`src/rtl/mips_pkg.sv`:
```
// Shared MIPS core constants and the register-file write arbiter state type.
package mips_pkg;

    localparam int unsigned ADDR_W = 5;
    localparam int unsigned DATA_W = 32;

    typedef enum logic [1:0] {
        IDLE,
        WAIT,
        STALL
    } wrarb_state_t;

endpackage

```
`src/rtl/wrarb_wait_ctr.sv`:
```
// Counts consecutive cycles an MDU request has lost the write port to WB.
// hit flags that the next increment brings the count to MAX_WAIT.
module wrarb_wait_ctr
    import mips_pkg::*;
#(
    parameter int unsigned MAX_WAIT = 4,
    parameter int unsigned W        = $clog2(MAX_WAIT + 1)
) (
    input  logic clk,
    input  logic rst,
    input  logic clr,
    input  logic inc,
    output logic hit
);

    logic [W-1:0] cnt;

    assign hit = (cnt == W'(MAX_WAIT - 1));

    always_ff @(posedge clk) begin
        if (rst || clr) begin
            cnt <= '0;
        end else if (inc && (cnt != W'(MAX_WAIT))) begin
            cnt <= cnt + 1'b1;
        end
    end

endmodule

```
`src/rtl/regfile_wr_arbiter.sv`:
```
// Arbitrates the single register-file write port between WB (priority) and the MDU,
// forcing a one-cycle pipeline stall once the MDU has lost MAX_WAIT times in a row.
module regfile_wr_arbiter
    import mips_pkg::*;
#(
    parameter int unsigned DATA_W   = mips_pkg::DATA_W,
    parameter int unsigned ADDR_W   = mips_pkg::ADDR_W,
    parameter int unsigned MAX_WAIT = 4
) (
    input  logic              clk,
    input  logic              rst,
    input  logic              wb_we,
    input  logic [ADDR_W-1:0] wb_addr,
    input  logic [DATA_W-1:0] wb_data,
    input  logic              mdu_valid,
    input  logic [ADDR_W-1:0] mdu_addr,
    input  logic [DATA_W-1:0] mdu_data,
    output logic              mdu_ready,
    output logic              RegWrite,
    output logic [ADDR_W-1:0] writereg,
    output logic [DATA_W-1:0] writedata,
    output logic              pipe_stall
);

    wrarb_state_t      state, state_nxt;
    logic              wb_win, mdu_win, squash_ack;
    logic              ctr_clr, ctr_inc, ctr_hit;
    logic              squash;
    logic [ADDR_W-1:0] win_addr;
    logic [DATA_W-1:0] win_data;

    wrarb_wait_ctr #(
        .MAX_WAIT (MAX_WAIT)
    ) u_wait_ctr (
        .clk (clk),
        .rst (rst),
        .clr (ctr_clr),
        .inc (ctr_inc),
        .hit (ctr_hit)
    );

    // Younger WB write to the same live register makes the MDU result dead.
    assign squash = mdu_valid && wb_we && (mdu_addr == wb_addr) && (wb_addr != '0);

    always_comb begin
        state_nxt  = state;
        wb_win     = 1'b0;
        mdu_win    = 1'b0;
        squash_ack = 1'b0;
        ctr_clr    = 1'b0;
        ctr_inc    = 1'b0;
        case (state)
            // IDLE and WAIT share arbitration; the counter is already zero in IDLE.
            IDLE, WAIT: begin
                if (!mdu_valid) begin
                    wb_win    = wb_we;
                    ctr_clr   = 1'b1;
                    state_nxt = IDLE;
                end else if (!wb_we) begin
                    mdu_win   = 1'b1;
                    ctr_clr   = 1'b1;
                    state_nxt = IDLE;
                end else if (squash) begin
                    wb_win     = 1'b1;
                    squash_ack = 1'b1;
                    ctr_clr    = 1'b1;
                    state_nxt  = IDLE;
                end else begin
                    wb_win    = 1'b1;
                    ctr_inc   = 1'b1;
                    state_nxt = ctr_hit ? STALL : WAIT;
                end
            end
            STALL: begin
                mdu_win   = mdu_valid;
                ctr_clr   = 1'b1;
                state_nxt = IDLE;
            end
            default: begin
                ctr_clr   = 1'b1;
                state_nxt = IDLE;
            end
        endcase
    end

    assign win_addr   = mdu_win ? mdu_addr : wb_addr;
    assign win_data   = mdu_win ? mdu_data : wb_data;
    assign mdu_ready  = !rst && (mdu_win || squash_ack);
    assign pipe_stall = (state == STALL);

    always_ff @(posedge clk) begin
        if (rst) begin
            state     <= IDLE;
            RegWrite  <= 1'b0;
            writereg  <= '0;
            writedata <= '0;
        end else begin
            state    <= state_nxt;
            RegWrite <= (wb_win || mdu_win) && (win_addr != '0);
            if (wb_win || mdu_win) begin
                writereg  <= win_addr;
                writedata <= win_data;
            end
        end
    end

endmodule

```
`config.mk`:
```
export PLATFORM = sky130hd
export DESIGN_NAME = regfile_wr_arbiter
export DESIGN_NICKNAME = d
export VERILOG_FILES = /design/src/rtl/mips_pkg.sv /design/src/rtl/wrarb_wait_ctr.sv /design/src/rtl/regfile_wr_arbiter.sv
export SDC_FILE = /design/constraint.sdc
export NUM_CORES = 1
export LEC_CHECK = 0
export ABC_AREA = 0
export CORE_MARGIN = 4
export CORE_UTILIZATION = 37
export DETAILED_ROUTE_END_ITERATION = 12
export PLACE_DENSITY = 0.8
export SETUP_SLACK_MARGIN = 0.5
export SLEW_MARGIN = 20
export SYNTH_ARGS = -nofsm -noshare
export SYNTH_HDL_FRONTEND = slang
export SYNTH_SLANG_ARGS = --single-unit
export TNS_END_PERCENT = 50
```
`constraint.sdc`:
```
create_clock -name clk -period 1.8 [get_ports clk]
set_clock_uncertainty 0.15 [all_clocks]
set_input_delay 0.18 -clock clk [delete_from_list [all_inputs] [get_ports clk]]
set_output_delay 0.18 -clock clk [all_outputs]
set_load 0.01 [all_outputs]
```
==> results of run 1 <==
## sequential cells by signal, summed over array words and instances, names as in the netlist
signal,count
state,2
writereg,5
RegWrite,1
writedata,32
u_wait_ctr.cnt,3
## worst max-delay path, stage by stage
cell and delay (ns):
buf_6 0.10, xor2_1 0.15, or4_4 0.54, or3_4 0.35
a21oi_2 0.12, buf_2 0.15
## final timing paths
check                 end  slack [ns]  cells after the start
max             mdu_ready       -0.11                      6
min reg2reg  writedata[9]        0.40                      2
min           writereg[3]        0.07                      3
max reg2reg      state[1]        0.17                      6
## synthesized netlist by cell type
cell type | number | area, um^2
nand2_1 | 3 | 11.3
nor2b_1 | 2 | 12.5
nor2_1 | 40 | 150
buf_2 | 4 | 20.0
or3_1 | 1 | 6.26
o21ai_0 | 1 | 5.00
buf_4 | 2 | 15.0
mux2i_1 | 37 | 370
a211oi_1 | 37 | 278
a31oi_1 | 1 | 6.26
clkbuf_1 | 8 | 30.0
xor2_1 | 3 | 26.3
xnor2_1 | 3 | 26.3
nand2b_1 | 1 | 6.26
a21oi_1 | 4 | 20.0
or4_1 | 3 | 22.5
a21boi_1 | 1 | 7.51
dfxtp_1 | 43 | 861
nor3_1 | 1 | 5.00
o211ai_1 | 2 | 15.0
inv_1 | 4 | 15.0
o21ai_1 | 1 | 5.00
buf_1 | 3 | 11.3
ha_1 | 3 | 37.5
nor3b_1 | 1 | 7.51
## where the power goes
part | total, uW | internal, uW | switching [uW]
sequential | 1060 | 1020 | 42.3
clock | 708 | 351 | 357
combinational | 748 | 452 | 297
total | 2520 | 1820 | 696
## kinds of logic (layout without fill, tap and decap cells)
logic type / Yosys count / in the layout / synth area share
and+or+nand+nor: 52 / 52 / 0.112
AOI/OAI and AO/OA: 47 / 47 / 0.171
DFF: 43 / 43 / 0.437
muxes: 37 / 37 / 0.188
buffers and inverters: 21 / 169 / 0.0463
xor gates and xnor gates: 6 / 6 / 0.0267
adders and majority gates: 3 / 3 / 0.0190
## area by class of cell
type	instances	area share
flip-flops and latches	43	0.215
well taps	70	0.0216
inverters	4	0.00370
multi-input cells	145	0.307
repair buffers	157	0.428
clock buffers	8	0.0246
## routing by layer
layer	up-vias	GRT usage
li1	1046	-
met4	0	0.0726
met3	15	0.0632
met1	1068	0.266
met2	118	0.431
met5	-	0
## timing repair
action / CTS / global route
endpoints found under the setup margin: 83 / 49
pin swaps: 35 / 33
cloned: 10 / 0
gates resized for setup: 116 / 59
buffers inserted: 10 / 2
## metrics by stage
step | power (uW) | setup TNS [ns] | hold WS [ns] | utilization
detailed placement | 1670 | -8.75 | 0.386 | 0.651
floorplan | 1300 | 0 | 0.213 | -
finish | 2520 | -0.114 | 0.0668 | 0.790
CTS | 2420 | -0.156 | 0.0412 | 0.750
global placement | 1660 | -8.22 | 0.371 | 0.651
global route | 2600 | -0.144 | 0.0728 | 0.790
==> out/results.ini, run 1 <==
[global_route]
grt_max_degree=24
grt_overflow=0
antenna_found_initial=0
grt_pass1_wl_mm=11.6
grt_pass1_vias=2319
grt_usage=0.236

[setup_path]
path_class=in -> out
cp_data_arrival_time_ns=1.58
r2r_start=state[1]
crit_fanout=2
timing.critical_path.from_type=input port
crit_start=wb_addr[4]
worst_ep_required_time_ns=1.47
end_kind=output port

[cts]
clkSinkCount=43
cts_htree_levels=2
cts_tree=done
cts_hold_buf=0
clock_latency_ns=0.30
clock_path_buffers=2
cts_made_buffers=5
clockRootBuffer=clkbuf_8
clk_pin_slew_worst_paths_ns=0.08

[cells_and_area]
final_nets=437
nFillCells=335
design_area_um2=4060
area_growth_pct=106
multi_input_area_um2=1250
final_cell_mix=clkdlybuf4s50_1 (65), dfxtp_1 (38), nor2_1 (38)
ff_latch_area_um2=872
drive_above_1_share=0.283
stdcell_count=427
final_common_cell=clkdlybuf4s50_1
diodes=0

[timing]
hold_violations=0
maxSlewViolCount=0
rsz0062_at_grt=yes
max-slew-margin-rel=0.737
min_period_ns=1.91
min_period_over_period=1.06
clock.fmax_ghz=0.523
report.final.setup_viol=1
setup_slack_ns=-0.114
worst_pin_slew_ns=0.394

[status]
outcome=finished with violations
failed_checks=setup timing

[synthesis]
yosys_warnings=0
syn_area_per_cell_um2=9.43
syn_nets=290
synthDistinctLibCells=25
syn-cell-area_um2=1970
syn_inst=209
ys_seq_area_frac=0.437
ys_seq_elements=43

[floorplanning]
die_w_um=81.0
ios=118
rows=26
core-area_um2=5140
die_y_um=81.0
die_area_um2=6560
start_util=0.383

[routing]
vias_per_cell=5.26
ant_nets=0
drt-initial-drc-count=94
wl_met1_mm=3.18
vias=2247
drt-wirelength-per-cell_um=19.5
wl_mm=8.31
drc=0
top_layer=met4
drt-pass1-iter-count=4
dr_wl_met3_um=696
dr_wl_met2_mm=4.26

[placed_design]
place_hpwl_mm=4.60
place_congestion=0.769
placed_cell_area_um2=3340
place_inst=397
pre_cts_ws_ns=-0.905
portBuffers=117

[power_and_ir_drop]
ir_worst_vdd_uv=386
p_leak_uw=0.00173
powerDensity_nw_per_um2=619

[hold_path]
worstHoldStart=wb_addr[3]
hold_class=in -> reg

[flow_run]
cap_violations=0

Power figures use the tool's default switching activity.
==> run 2: changes to the inputs <==
--- a/config.mk
+++ b/config.mk
@@ -7,4 +7,5 @@
 export LEC_CHECK = 0
 export ABC_AREA = 0
+export ABC_CLOCK_PERIOD_IN_PS = 1800
 export CORE_MARGIN = 4
 export CORE_UTILIZATION = 37
@@ -12,5 +13,4 @@
 export PLACE_DENSITY = 0.8
 export SETUP_SLACK_MARGIN = 0.5
-export SLEW_MARGIN = 20
 export SYNTH_ARGS = -nofsm -noshare
 export SYNTH_HDL_FRONTEND = slang
--- a/constraint.sdc
+++ b/constraint.sdc
@@ -3,3 +3,3 @@
 set_input_delay 0.18 -clock clk [delete_from_list [all_inputs] [get_ports clk]]
 set_output_delay 0.18 -clock clk [all_outputs]
-set_load 0.01 [all_outputs]
+set_load 0.1 [all_outputs]
==> run 2 against run 1 <==
The flow still finishes with violations (setup timing). Flip-flop and latch count stayed put. Hold slack improved by 0.025 ns. Highest routed layer unchanged. Cell area is 2.7% higher. Non-clock buffer count shrank 13. Global-route usage fell by 3.0 points. Combinational power is 68% higher. Cell count down 3.0%. Fmax shrank 3.2%. Total power grew 30%. Critical path depth did not move. Sequential share of layout area down 0.14 points. Clock-buffer cell count down 3.
==> out/results.ini, run 2 (synthesized netlist as in run 1, its figures left out) <==
[timing]
min_period_over_period=1.10  ; was 1.06
setup_slack_ns=-0.177  ; was -0.114 ns
hold_violations=0  ; unchanged
rsz0062_at_grt=yes  ; unchanged
worst_pin_slew_ns=0.386  ; was 0.394 ns
report.final.setup_viol=1  ; unchanged
clock.fmax_ghz=0.506  ; was 0.523 GHz
tns_ns=-0.177  ; was -0.114 ns
min_period_ns=1.98  ; was 1.91 ns
maxSlewViolCount=0  ; unchanged
max-slew-margin-rel=0.741  ; was 0.737

[floorplanning]
ios=118  ; unchanged
start_util=0.383  ; unchanged
core-area_um2=5140  ; unchanged
rows=26  ; unchanged
die_y_um=81.0  ; unchanged
die_area_um2=6560  ; unchanged
die_w_um=81.0  ; unchanged

[setup_path]
cp_data_arrival_time_ns=1.65  ; was 1.58 ns
crit_fanout=3  ; was 2
worst_r2r_path_depth=7  ; was 6
crit_start=mdu_addr[1]  ; was wb_addr[4]
end_kind=output port  ; unchanged
r2r-end=writedata[25]  ; was state[1]
ff2ff_setup_slack_ns=0.02  ; was 0.17 ns
timing.critical_path.from_type=input port  ; unchanged
path_class=in -> out  ; unchanged
r2r_start=state[1]  ; unchanged
worst_ep_required_time_ns=1.47  ; about the same

[cts]
clockRootBuffer=clkbuf_8  ; unchanged
clk_pin_slew_worst_paths_ns=0.08  ; about the same
clock_path_buffers=2  ; unchanged
clock_latency_ns=0.30  ; about the same
cts_htree_levels=2  ; unchanged
clkSinkCount=43  ; unchanged
cts_made_buffers=5  ; unchanged
cts_tree=done  ; unchanged

[hold_path]
worstHoldStart=wb_addr[3]  ; unchanged
hold_end=writereg[3]  ; unchanged
hold_depth=3  ; unchanged
hold_class=in -> reg  ; unchanged

[global_route]
grt_max_degree=39  ; was 24
antenna_found_initial=0  ; unchanged
grt_usage=0.206  ; was 0.236
grt_overflow=0  ; unchanged
grt_pass1_wl_mm=10.5  ; was 11.6 mm
grt_pass1_vias=2260  ; was 2319

[placed_design]
pre_cts_ws_ns=-0.555  ; was -0.905 ns
place_congestion=0.810  ; was 0.769
portBuffers=117  ; unchanged
place_inst=395  ; was 397
place_hpwl_mm=4.89  ; was 4.60 mm

[power_and_ir_drop]
internal-power_uw=2130  ; was 1820 uW
net-switching-power_uw=1140  ; was 696 uW
powerDensity_nw_per_um2=784  ; was 619 nW/um^2
netSwitchingFraction=0.350  ; was 0.277
power_frac_seq=0.336  ; was 0.421
combPwrFrac=0.385  ; was 0.298
p_leak_uw=0.00170  ; was 0.00173 uW
ir_worst_vdd_uv=594  ; was 386 uV
clock_power_share=0.278  ; was 0.281

[flow_run]
cap_violations=0  ; unchanged

[cells_and_area]
diodes=0  ; unchanged
largest_register=writedata  ; unchanged
final_cell_mix=clkdlybuf4s50_1 (65), nor2_1 (40), buf_12 (40)  ; was clkdlybuf4s50_1 (65), dfxtp_1 (38), nor2_1 (38)
largest_reg_flops=32  ; unchanged
final_nets=424  ; was 437
final_common_cell=clkdlybuf4s50_1  ; unchanged
nFillCells=310  ; was 335
top_regs=writedata x32, writereg x5, u_wait_ctr.cnt x3  ; unchanged
stdcell_count=414  ; was 427
area_growth_pct=112  ; was 106%
drive_above_1_share=0.407  ; was 0.283

[routing]
drc=0  ; unchanged
ant_nets=0  ; unchanged
vias_per_cell=5.25  ; was 5.26
drt-pass1-iter-count=4  ; unchanged
drt-initial-drc-count=86  ; was 94
drt-wirelength-per-cell_um=18.5  ; was 19.5 um
vias=2174  ; was 2247
wl_mm=7.66  ; was 8.31 mm

[status]
failed_checks=setup timing  ; unchanged
outcome=finished with violations  ; unchanged

-- run 2: what timing repair did --
| item | 4_1_cts | 5_1_grt |
|---|---|---|
| hold endpoints to repair | 0 | 0 |
| gates resized for setup | 33 | 43 |
| cloned | 0 | 4 |
| buffers inserted | 1 | 6 |
| hold buffers | 0 | 0 |
| pin swaps | 7 | 25 |
| setup endpoints to repair | 45 | 45 |
-- run 2: worst max-delay path: stages --
cell           delay, ns
dlygate4sd2_1       0.28
or4_4               0.50
o211ai_1            0.27
or3_4               0.19
a21oi_4             0.05
buf_12              0.17
-- run 2: how the worst max path moves through the flow --
stage,end,slack (ns),depth (start not counted)
6_report,mdu_ready,-0.18,6
2_1_floorplan,mdu_ready,-0.28,4
5_1_grt,mdu_ready,-0.20,6
4_1_cts,mdu_ready,-0.25,6
3_3_place_gp,mdu_ready,-0.55,6
3_5_place_dp,mdu_ready,-0.55,6
-- run 2: area by class of cell --
cell class / instances / area (um^2) / share of cell area
timing repair buffer: 144 / 1830 / 0.439
sequential: 43 / 890 / 0.213
clock buffer: 5 / 68.8 / 0.0165
clock inverter: 3 / 67.6 / 0.0162
multi-input combinational: 145 / 1210 / 0.290
inverter: 4 / 15.0 / 0.00360
tap: 70 / 87.6 / 0.0210
-- run 2: layer usage --
metal | up-vias | GRT usage | wire length, um
met1 | 1031 | 0.222 | 2920
met5 | - | 0 | 0
met4 | 0 | 0.0997 | 257
met2 | 100 | 0.357 | 3820
li1 | 1021 | - | -
met3 | 22 | 0.0732 | 665
-- run 2: power by group through the flow --
stage / clock (uW) / sequential [uW] / combinational [uW]
4_1_cts: 927 / 1090 / 1170
6_report: 910 / 1100 / 1260
3_5_place_dp: 0 / 1120 / 1170
3_3_place_gp: 0 / 1110 / 1150
2_1_floorplan: 0 / 1550 / 205
5_1_grt: 973 / 1110 / 1300
-- run 2: stage by stage --
stage | hold slack [ns] | utilization | instance area (um^2) | power (uW)
after floorplan | 0.205 | - | 2060 | 1750
after global placement | 0.374 | 0.727 | 3740 | 2260
after detailed placement | 0.384 | 0.727 | 3740 | 2280
after CTS | 0.0411 | 0.755 | 3880 | 3190
after global routing | 0.107 | 0.812 | 4170 | 3380
final | 0.0919 | 0.812 | 4170 | 3270
